**src/rtl/tlbi_tx_if.sv**
```systemverilog
// TLBI transmit-side bundle: request, per-target broadcast/ack, done and status.
// The slave modport is the tlbi_tx view; master is the surrounding logic.
interface tlbi_tx_if #(
  parameter int NTGT    = 2,
  parameter int VPN_W   = 27,
  parameter int SPTBR_W = 38
);
  logic               req_valid;
  logic               req_retry;
  logic [1:0]         req_kind;
  logic [VPN_W-1:0]   req_vpn;
  logic [SPTBR_W-1:0] req_sptbr;

  logic [NTGT-1:0]    tlbi_valid;
  logic [NTGT-1:0]    tlbi_retry;
  logic [1:0]         tlbi_kind;
  logic [VPN_W-1:0]   tlbi_vpn;
  logic [SPTBR_W-1:0] tlbi_sptbr;

  logic [NTGT-1:0]    ack_valid;

  logic               done_valid;
  logic               done_retry;

  logic               busy;
  logic               timeout_err;

  modport master (
    output req_valid, req_kind, req_vpn, req_sptbr, tlbi_retry, ack_valid, done_retry,
    input  req_retry, tlbi_valid, tlbi_kind, tlbi_vpn, tlbi_sptbr, done_valid, busy, timeout_err
  );

  modport slave (
    input  req_valid, req_kind, req_vpn, req_sptbr, tlbi_retry, ack_valid, done_retry,
    output req_retry, tlbi_valid, tlbi_kind, tlbi_vpn, tlbi_sptbr, done_valid, busy, timeout_err
  );
endinterface

```
**src/rtl/tlbi_tx.sv**
```systemverilog
// TLBI transmit: queues invalidates, broadcasts the head to NTGT TLBs, collects acks, reports done.
// Optional ack timeout is enabled by defining TLBI_TIMEOUT_EN.
module tlbi_tx #(
  parameter int NTGT        = 2,
  parameter int FIFO_DEPTH  = 4,
  parameter int VPN_W       = 27,
  parameter int SPTBR_W     = 38,
  parameter int TIMEOUT_CYC = 1023
) (
  input  logic      clk,
  input  logic      reset,
  tlbi_tx_if.slave  bus
);
  localparam int PW = $clog2(FIFO_DEPTH);
  localparam int CW = PW + 1;

  typedef enum logic [1:0] {IDLE, SEND, WAIT_ACK, DONE} state_t;

  state_t             state;
  logic [PW-1:0]      wr_ptr, rd_ptr;
  logic [CW-1:0]      count;
  logic [NTGT-1:0]    sent_mask, ack_mask;

  logic [1:0]         fifo_kind  [FIFO_DEPTH];
  logic [VPN_W-1:0]   fifo_vpn   [FIFO_DEPTH];
  logic [SPTBR_W-1:0] fifo_sptbr [FIFO_DEPTH];

  logic               full, push, pop, more_after_pop;
  logic [NTGT-1:0]    accept, ack_set, sent_next, ack_next;
  logic               sent_all, ack_all;

`ifdef TLBI_TIMEOUT_EN
  localparam int TW = $clog2(TIMEOUT_CYC + 1);
  logic [TW-1:0]      tcnt;
  logic               terr;
  logic               tmo_hit;
`endif

  assign full = (count == CW'(FIFO_DEPTH));
  assign push = bus.req_valid && !full;
  assign pop  = (state == DONE) && !bus.done_retry;
  // Occupancy after this cycle's pop, including a same-cycle push.
  assign more_after_pop = (count > CW'(1)) || push;

  always_comb begin
    accept  = '0;
    ack_set = '0;
    if (state == SEND)
      accept = ~sent_mask & ~bus.tlbi_retry;
    // An ack counts only once its target has taken (or is taking) the request.
    if (state == SEND || state == WAIT_ACK)
      ack_set = bus.ack_valid & (sent_mask | accept);
  end

  assign sent_next = sent_mask | accept;
  assign ack_next  = ack_mask | ack_set;
  assign sent_all  = &sent_next;
  assign ack_all   = &ack_next;

`ifdef TLBI_TIMEOUT_EN
  assign tmo_hit = (state == WAIT_ACK) && !ack_all && (tcnt == TW'(TIMEOUT_CYC - 1));
`endif

  always_ff @(posedge clk) begin
    if (push) begin
      fifo_kind[wr_ptr]  <= bus.req_kind;
      fifo_vpn[wr_ptr]   <= bus.req_vpn;
      fifo_sptbr[wr_ptr] <= bus.req_sptbr;
    end
  end

  always_ff @(posedge clk or negedge reset) begin
    if (!reset) begin
      state     <= IDLE;
      wr_ptr    <= '0;
      rd_ptr    <= '0;
      count     <= '0;
      sent_mask <= '0;
      ack_mask  <= '0;
`ifdef TLBI_TIMEOUT_EN
      tcnt      <= '0;
      terr      <= 1'b0;
`endif
    end else begin
      if (push) wr_ptr <= wr_ptr + PW'(1);
      if (pop)  rd_ptr <= rd_ptr + PW'(1);
      case ({push, pop})
        2'b10:   count <= count + CW'(1);
        2'b01:   count <= count - CW'(1);
        default: count <= count;
      endcase

      case (state)
        IDLE: begin
          if (count != '0) state <= SEND;
        end
        SEND: begin
          sent_mask <= sent_next;
          ack_mask  <= ack_next;
`ifdef TLBI_TIMEOUT_EN
          tcnt      <= '0;
`endif
          if (sent_all) state <= ack_all ? DONE : WAIT_ACK;
        end
        WAIT_ACK: begin
          ack_mask <= ack_next;
`ifdef TLBI_TIMEOUT_EN
          tcnt     <= tcnt + TW'(1);
          if (tmo_hit) begin
            terr  <= 1'b1;
            state <= DONE;
          end
`endif
          if (ack_all) state <= DONE;
        end
        DONE: begin
          if (!bus.done_retry) begin
            sent_mask <= '0;
            ack_mask  <= '0;
            state     <= more_after_pop ? SEND : IDLE;
          end
        end
        default: state <= IDLE;
      endcase
    end
  end

  assign bus.req_retry  = full;
  assign bus.tlbi_valid = (state == SEND) ? ~sent_mask : '0;
  assign bus.tlbi_kind  = (state != IDLE) ? fifo_kind[rd_ptr]  : '0;
  assign bus.tlbi_vpn   = (state != IDLE) ? fifo_vpn[rd_ptr]   : '0;
  assign bus.tlbi_sptbr = (state != IDLE) ? fifo_sptbr[rd_ptr] : '0;
  assign bus.done_valid = (state == DONE);
  assign bus.busy       = (state != IDLE) || (count != '0);
`ifdef TLBI_TIMEOUT_EN
  assign bus.timeout_err = terr;
`else
  assign bus.timeout_err = 1'b0;
`endif

endmodule
```
**src/flat_wrapper.sv**
```systemverilog
// flat-port wrapper written by rule: the top's interface ports become plain ports
module tlbi_tx_flat 
#(
  parameter int NTGT        = 2,
  parameter int FIFO_DEPTH  = 4,
  parameter int VPN_W       = 27,
  parameter int SPTBR_W     = 38,
  parameter int TIMEOUT_CYC = 1023
)
  (clk, reset, bus_req_valid, bus_req_kind, bus_req_vpn, bus_req_sptbr, bus_tlbi_retry, bus_ack_valid, bus_done_retry, bus_req_retry, bus_tlbi_valid, bus_tlbi_kind, bus_tlbi_vpn, bus_tlbi_sptbr, bus_done_valid, bus_busy, bus_timeout_err);
  tlbi_tx_if #(.NTGT(NTGT), .VPN_W(VPN_W), .SPTBR_W(SPTBR_W)) bus_i ();
  input  logic clk;
  input  logic reset;
  input wire logic [$bits(bus_i.req_valid)-1:0] bus_req_valid;
  input wire logic [$bits(bus_i.req_kind)-1:0] bus_req_kind;
  input wire logic [$bits(bus_i.req_vpn)-1:0] bus_req_vpn;
  input wire logic [$bits(bus_i.req_sptbr)-1:0] bus_req_sptbr;
  input wire logic [$bits(bus_i.tlbi_retry)-1:0] bus_tlbi_retry;
  input wire logic [$bits(bus_i.ack_valid)-1:0] bus_ack_valid;
  input wire logic [$bits(bus_i.done_retry)-1:0] bus_done_retry;
  output wire logic [$bits(bus_i.req_retry)-1:0] bus_req_retry;
  output wire logic [$bits(bus_i.tlbi_valid)-1:0] bus_tlbi_valid;
  output wire logic [$bits(bus_i.tlbi_kind)-1:0] bus_tlbi_kind;
  output wire logic [$bits(bus_i.tlbi_vpn)-1:0] bus_tlbi_vpn;
  output wire logic [$bits(bus_i.tlbi_sptbr)-1:0] bus_tlbi_sptbr;
  output wire logic [$bits(bus_i.done_valid)-1:0] bus_done_valid;
  output wire logic [$bits(bus_i.busy)-1:0] bus_busy;
  output wire logic [$bits(bus_i.timeout_err)-1:0] bus_timeout_err;
  assign bus_i.req_valid = bus_req_valid;
  assign bus_i.req_kind = bus_req_kind;
  assign bus_i.req_vpn = bus_req_vpn;
  assign bus_i.req_sptbr = bus_req_sptbr;
  assign bus_i.tlbi_retry = bus_tlbi_retry;
  assign bus_i.ack_valid = bus_ack_valid;
  assign bus_i.done_retry = bus_done_retry;
  assign bus_req_retry = bus_i.req_retry;
  assign bus_tlbi_valid = bus_i.tlbi_valid;
  assign bus_tlbi_kind = bus_i.tlbi_kind;
  assign bus_tlbi_vpn = bus_i.tlbi_vpn;
  assign bus_tlbi_sptbr = bus_i.tlbi_sptbr;
  assign bus_done_valid = bus_i.done_valid;
  assign bus_busy = bus_i.busy;
  assign bus_timeout_err = bus_i.timeout_err;
  tlbi_tx #(.NTGT(NTGT), .FIFO_DEPTH(FIFO_DEPTH), .VPN_W(VPN_W), .SPTBR_W(SPTBR_W), .TIMEOUT_CYC(TIMEOUT_CYC)) u_core (.clk(clk), .reset(reset), .bus(bus_i));
endmodule
```
**config.mk**
```make
export PLATFORM = sky130hd
export DESIGN_NAME = tlbi_tx_flat
export DESIGN_NICKNAME = d
export VERILOG_FILES = /design/src/rtl/tlbi_tx_if.sv /design/src/rtl/tlbi_tx.sv /design/src/flat_wrapper.sv
export SDC_FILE = /design/constraint.sdc
export NUM_CORES = 1
export LEC_CHECK = 0
export CAP_MARGIN = 20
export CORE_MARGIN = 2
export CORE_UTILIZATION = 45
export DETAILED_ROUTE_END_ITERATION = 7
export PLACE_DENSITY = 0.67
export SLEW_MARGIN = 25
export SYNTH_ARGS = -nofsm -noshare
export SYNTH_HDL_FRONTEND = slang
export SYNTH_SLANG_ARGS = --single-unit
```
**constraint.sdc**
```tcl
create_clock -name clk -period 5.2 [get_ports clk]
set_input_delay 1.56 -clock clk [delete_from_list [all_inputs] [get_ports clk]]
set_output_delay 1.56 -clock clk [all_outputs]
set_load 0.02 [all_outputs]
```
# Yosys cells after proc, flatten, opt, wreduce, memory -nomap -nowiden
# Memory sizes are Yosys's and may differ from the RTL's.
# Cells that the tools add are included.
[totals] register_bits=13 ramBits=268 output_inout_bits=73 word_cells=68 n_memories=3
[mem_list] memory="u_core.fifo_sptbr" words=4 word_bits=38 rd=1 rd_clocked_by_memory_dff=0 write_ports=1 line_no="tlbi_tx.sv:26" source="logic [SPTBR_W-1:0] fifo_sptbr [FIFO_DEPTH];"
[mem_list] memory="u_core.fifo_vpn" words=4 word_bits=27 rd=1 rd_clocked_by_memory_dff=0 write_ports=1 line_no="tlbi_tx.sv:25" source="logic [VPN_W-1:0] fifo_vpn [FIFO_DEPTH];"
[mem_list] memory="u_core.fifo_kind" words=4 word_bits=2 rd=1 rd_clocked_by_memory_dff=0 write_ports=1 line_no="tlbi_tx.sv:24" source="logic [1:0] fifo_kind [FIFO_DEPTH];"
[classes] n_addsub=4 order_cmp=1 eq_ne=10 n_mux=19 bitwise=6 n_reduce_logical=19
[op_table] cell="2-to-1 mux 38 bit" n=1
[op_table] cell="2-to-1 mux 27 bit" n=1
[op_table] cell="2-to-1 mux 2 bit" n=9
[op_table] cell="one-hot mux 2 bit (2 select lines)" n=2
[op_table] cell="one-hot mux 2 bit (4 select lines)" n=1
[op_table] cell="AND reduction 2 bit" n=4
[op_table] cell="nonzero test 2 bit" n=4
[op_table] cell="== test 2 bit, second input constant" n=3
[op_table] cell="inequality test 2 x 1 -> 1 bit, second input constant" n=3
[op_table] cell="one-hot mux 3 bit (2 select lines)" n=1
[op_table] cell="adder 2 x 1 -> 2 bit, second input constant" n=2
[op_table] cell="bitwise AND 2 bit" n=2
[op_table] cell="== test 2 x 1 -> 1 bit, second input constant" n=2
[op_table] cell="2-to-1 mux 1 bit" n=4
[op_table] cell="NOT 2 bit" n=2
[op_table] cell="bitwise OR 2 bit" n=2
[op_table] cell="AND reduction 4 bit" n=1
[op_table] cell="adder 3 x 1 -> 3 bit, second input constant" n=1
[op_table] cell="== test 3 bit, second input constant" n=1
[op_table] cell="> comparator 3 x 1 -> 1 bit, second input constant" n=1
[op_table] cell="logical OR 1 bit" n=3
[op_table] cell="nonzero test 3 bit" n=1
[op_table] cell="subtractor 3 x 1 -> 3 bit, second input constant" n=1
[op_table] cell="logical AND 1 bit" n=2
[op_table] cell="other kinds (4)" n=5

# Logic depth before layout (Yosys ltp)
[depth] depth_word=11 ltp_mapped=10 depth_no_buf=9

# Worst setup path before layout
# No wires, ideal clock.
[synth_path] path_type="in2reg" from="input bus_req_valid" to="memory u_core.fifo_kind[0][0] (enable)" setup_time_ns=0.432 arrival_ns=3.504 path_slack_ns=1.264 cell_stages=3 path_buffers=1 cell_sequence="nor2b_1 clkbuf_1 and2_1"
[synth_between] elab_chain_len=3
[synth_lines] element="start, declared" line_no="flat_wrapper.sv:14" source="input wire logic [$bits(bus_i.req_valid)-1:0] bus_req_valid;"
[synth_lines] element="logical AND 1 bit" line_no="tlbi_tx.sv:40" source="assign push = bus.req_valid && !full;"
[synth_lines] element="2-to-1 mux 1 bit" line_no="tlbi_tx.sv:65" source="if (push) begin"
[synth_lines] element="2-to-1 mux 1 bit (not written as such)" line_no="tlbi_tx.sv:66" source="fifo_kind[wr_ptr] <= bus.req_kind;"
[synth_lines] element="end, declared" line_no="tlbi_tx.sv:24"
# No other way between the ends.

# Worst setup path in the final report
[layout_path] from="register u_core.rd_ptr[0]" to="output bus_tlbi_vpn[16]"
[layout_between] elab_chain_len=2
[layout_lines] element="start, declared" line_no="tlbi_tx.sv:20" source="logic [PW-1:0] wr_ptr, rd_ptr;"
[layout_lines] element="start signal, assigned" line_no="tlbi_tx.sv:86" source="if (pop) rd_ptr <= rd_ptr + PW'(1);"
[layout_lines] element="memory read (4 x 27 bit)"
[layout_lines] element="2-to-1 mux 27 bit" line_no="tlbi_tx.sv:131" source="assign bus.tlbi_vpn = (state != IDLE) ? fifo_vpn[rd_ptr] : '0;"
[layout_lines] element="end, declared" line_no="flat_wrapper.sv:24" source="output wire logic [$bits(bus_i.tlbi_vpn)-1:0] bus_tlbi_vpn;"
# No other way between the ends.

==> flow_summary.yaml <==
status:
  status: "complete, no violations"
setup_path:
  startpoint_type: "register"
  path_cells: "buf_12 -> mux4_2 -> nor2b_1 -> clkdlybuf4s50_1"
  required_ns: 3.64
  r2r_slack_ns: 2.53
  r2r-start: "u_core.count[0]"
  reg2reg_to: "u_core.fifo_sptbr[3][11]"
  cpPeakStageDelay_ns: 0.74
  worst_r2r_path_depth: 6
  crit_slowest_cell: "dfrtp_4"
  critical_path_class: "reg2out"
  worst_setup_path_end_kind: "output pin"
  crit_arrival_ns: 2.88
  crit_path_max_fanout: 23
power:
  ir_worst_vdd_mv: 0.263
  power_density_nw_per_um2: 434
  power.leakage_uw: 0.00454
place:
  dp_hpwl_um: 12500
  io_buffers: 146
  dpl.cell_count: 977
  gp_congestion: 0.746
final_layout:
  multi_input_area_um2: 2490
  layout-drive-gt1-share_pct: 17.0
  n_fill_cell: 1759
  layout.cells.non_filler: 1029
  seqCellArea_um2: 8380
  nNetsFinal: 771
  synthToLayoutAreaGrowth_pct: 25.4
clock_tree:
  cts-resized-gates: 0
  clock-root-buffer: "clkbuf_16"
  htree_levels: 1
  cts_made_buffers: 28
  cts.sinks: 281
  path_clk_slew_ns: 0.06
  holdBufCountCts: 0
  cts_tree: "built"
  cts_buffer_depth: 3
  cts_setup_buffers: 0
  insertion_delay_ns: 0.53
timing:
  fmaxAchievable_mhz: 225
  rsz0062_at_grt: "no"
  setup_tns_ns: 0
  report.final.slew_viol_count: 0
  fin_crit_sh_pct: 85.4
  min_period_ns: 4.44
  finalHoldViolCount: 0
  setup_violations: 0
  slew_headroom_pct: 39.3
  clock-skew-final_ns: 0.0139
  tightest_slew_ns: 0.910
global_routing:
  grt_overflow_total: 0
  antenna_found_initial: 2
  grt_max_degree: 70
  grt_pass1_vias: 5924
  grt_pass1_wl_um: 34000
  grt_usage_pct: 17.0
detailed_routing:
  vias: 5363
  routed_wl_um: 21400
  drtAntennaViolNets: 0
  first_pass_iters: 4
  wl_per_cell_um: 20.8
  drt_iter0_markers: 353
  drc_errors: 0
  viasPerCell: 5.21
worst_hold_path:
  min_from: "u_core.count[2]"
  min_to: "u_core.count[2]"
  hp-class: "reg2reg"
  min_path_cells: 1
logic_synthesis:
  synth_ff_type: "edfxtp_1"
  ys_types: 31
  syn_inst: 524
  synth_area_per_cell_um2: 21.0
  async_flop_share_pct: 4.63
  yosysWarnings: 0
  yosysTopAreaCellShare_pct: 73.1
  synth_edf_count: 268
  seq_area_frac_synth_pct: 76.0
  synth_top_area_cell: "edfxtp_1"
  syn_nets: 612
  syn_area_um2: 11000
  synth.area.top_cells: "edfxtp_1, mux4_2, nor2b_1"
  ys_ff_latch: 281
floorplan:
  pin_count: 148
  rows: 57
  die_y_um: 160
  dieWidth_um: 160
  dieArea_um2: 25700
  start_util_pct: 45.5
  coreArea_um2: 24200
run:
  maxCapViolations: 0
logic make-up (layout without fill, tap and decap cells):
| kind of cell | Yosys count | after routing | share of synthesized area [%] |
|---|---|---|---|
| muxes | 68 | 68 | 13.8 |
| and+or+nand+nor | 100 | 100 | 5.34 |
| buffers and inverters | 34 | 214 | 1.53 |
| other | 1 | 2 | 0.0341 |
| DFF | 281 | 281 | 76.0 |
| adders and majority gates | 13 | 13 | 1.48 |
| xor gates and xnor gates | 6 | 6 | 0.477 |
| AOI/OAI and AO/OA | 21 | 21 | 1.31 |
registers in the layout, summed over array words and instances, names as in the netlist:
register and cells:
u_core.fifo_sptbr 152, u_core.fifo_vpn 108, u_core.fifo_kind 8, u_core.count 3
u_core.ack_mask 2, u_core.rd_ptr 2, u_core.sent_mask 2, u_core.state 2
u_core.wr_ptr 2
worst max path at each step:
stage                                 from                     end  slack (ns)
after floorplan              bus_req_valid  u_core.fifo_kind[0][0]        1.26
after global placement    u_core.rd_ptr[0]      bus_tlbi_sptbr[33]        1.23
after detailed placement  u_core.rd_ptr[0]      bus_tlbi_sptbr[33]        1.22
after CTS                 u_core.rd_ptr[0]      bus_tlbi_sptbr[33]        0.65
after global routing      u_core.rd_ptr[0]      bus_tlbi_sptbr[19]        0.57
final                     u_core.rd_ptr[0]        bus_tlbi_vpn[16]        0.76
through the flow:
| stage | hold slack [ns] | area (um2) | total power (uW) | utilization [%] | setup WS [ns] |
|---|---|---|---|---|---|
| 6_report | 0.504 | 13800 | 5990 | 57.1 | 0.757 |
| 5_1_grt | 0.536 | 13800 | 6250 | 57.1 | 0.571 |
| 4_1_cts | 0.506 | 13800 | 6070 | 57.1 | 0.649 |
| 3_5_place_dp | 0.494 | 12900 | 4100 | 53.4 | 1.22 |
| 3_3_place_gp | 0.487 | 12900 | 4060 | 53.4 | 1.23 |
| 2_1_floorplan | 0.462 | 11000 | 3610 | - | 1.26 |
report_power, final:
group / switching (uW) / internal [uW] / total (uW) / leakage, uW
Clock: 805 / 1160 / 1960 / 0.000435
Combinational: 553 / 420 / 973 / 0.00149
Sequential: 97.3 / 2960 / 3050 / 0.00262
Total: 1460 / 4540 / 5990 / 0.00454
layout make-up:
type                            instances  area share (%)
Antenna cell                            1          0.0181
Clock buffer                           33            5.36
Clock inverter                         18            1.15
Inverter                                9           0.245
Multi-Input combinational cell        209            18.0
Sequential cell                       281            60.7
Tap cell                              324            2.94
Timing Repair Buffer                  154            11.6
cell usage after synthesis, types with 2 or more instances:
cell type  number
a21o_1          3
o211a_1         2
mux4_2         67
o21ai_0         7
xnor2_1         5
o31a_1          2
edfxtp_1      268
inv_1           9
a21oi_1         2
and2_1          6
nor2b_1        75
nand3_1         2
nor2_1          3
buf_4           2
dfrtp_1        13
buf_2           9
nand2_1        11
buf_6           3
ha_1           13
clkbuf_1       11
worst max-delay path, delay by kind of cell, from the launching register on:
| family | cells | cell delay (ns) |
|---|---|---|
| buf+inv | 2 | 0.89 |
| flops | 1 | 0.74 |
| mux | 1 | 0.53 |
| simple gates | 1 | 0.17 |
cell usage in the layout, fill, tap and decap left out, types with 5 or more instances in the layout:
cell	instances
xnor2_1	5
o21ai_0	7
clkinv_1	9
nand2_1	11
inv_1	9
edfxtp_1	268
buf_12	6
dfrtp_1	11
clkbuf_16	29
mux4_2	67
ha_1	12
nor2b_1	75
clkdlybuf4s50_1	146
layer usage:
layer	GRT usage [%]	up-vias	routed length (um)
met5	0	-	16
met4	3.89	2	367
met3	3.00	35	998
met2	29.6	126	11000
met1	22.5	2796	9000
li1	-	2404	-
(Power assumes the default switching activity.)
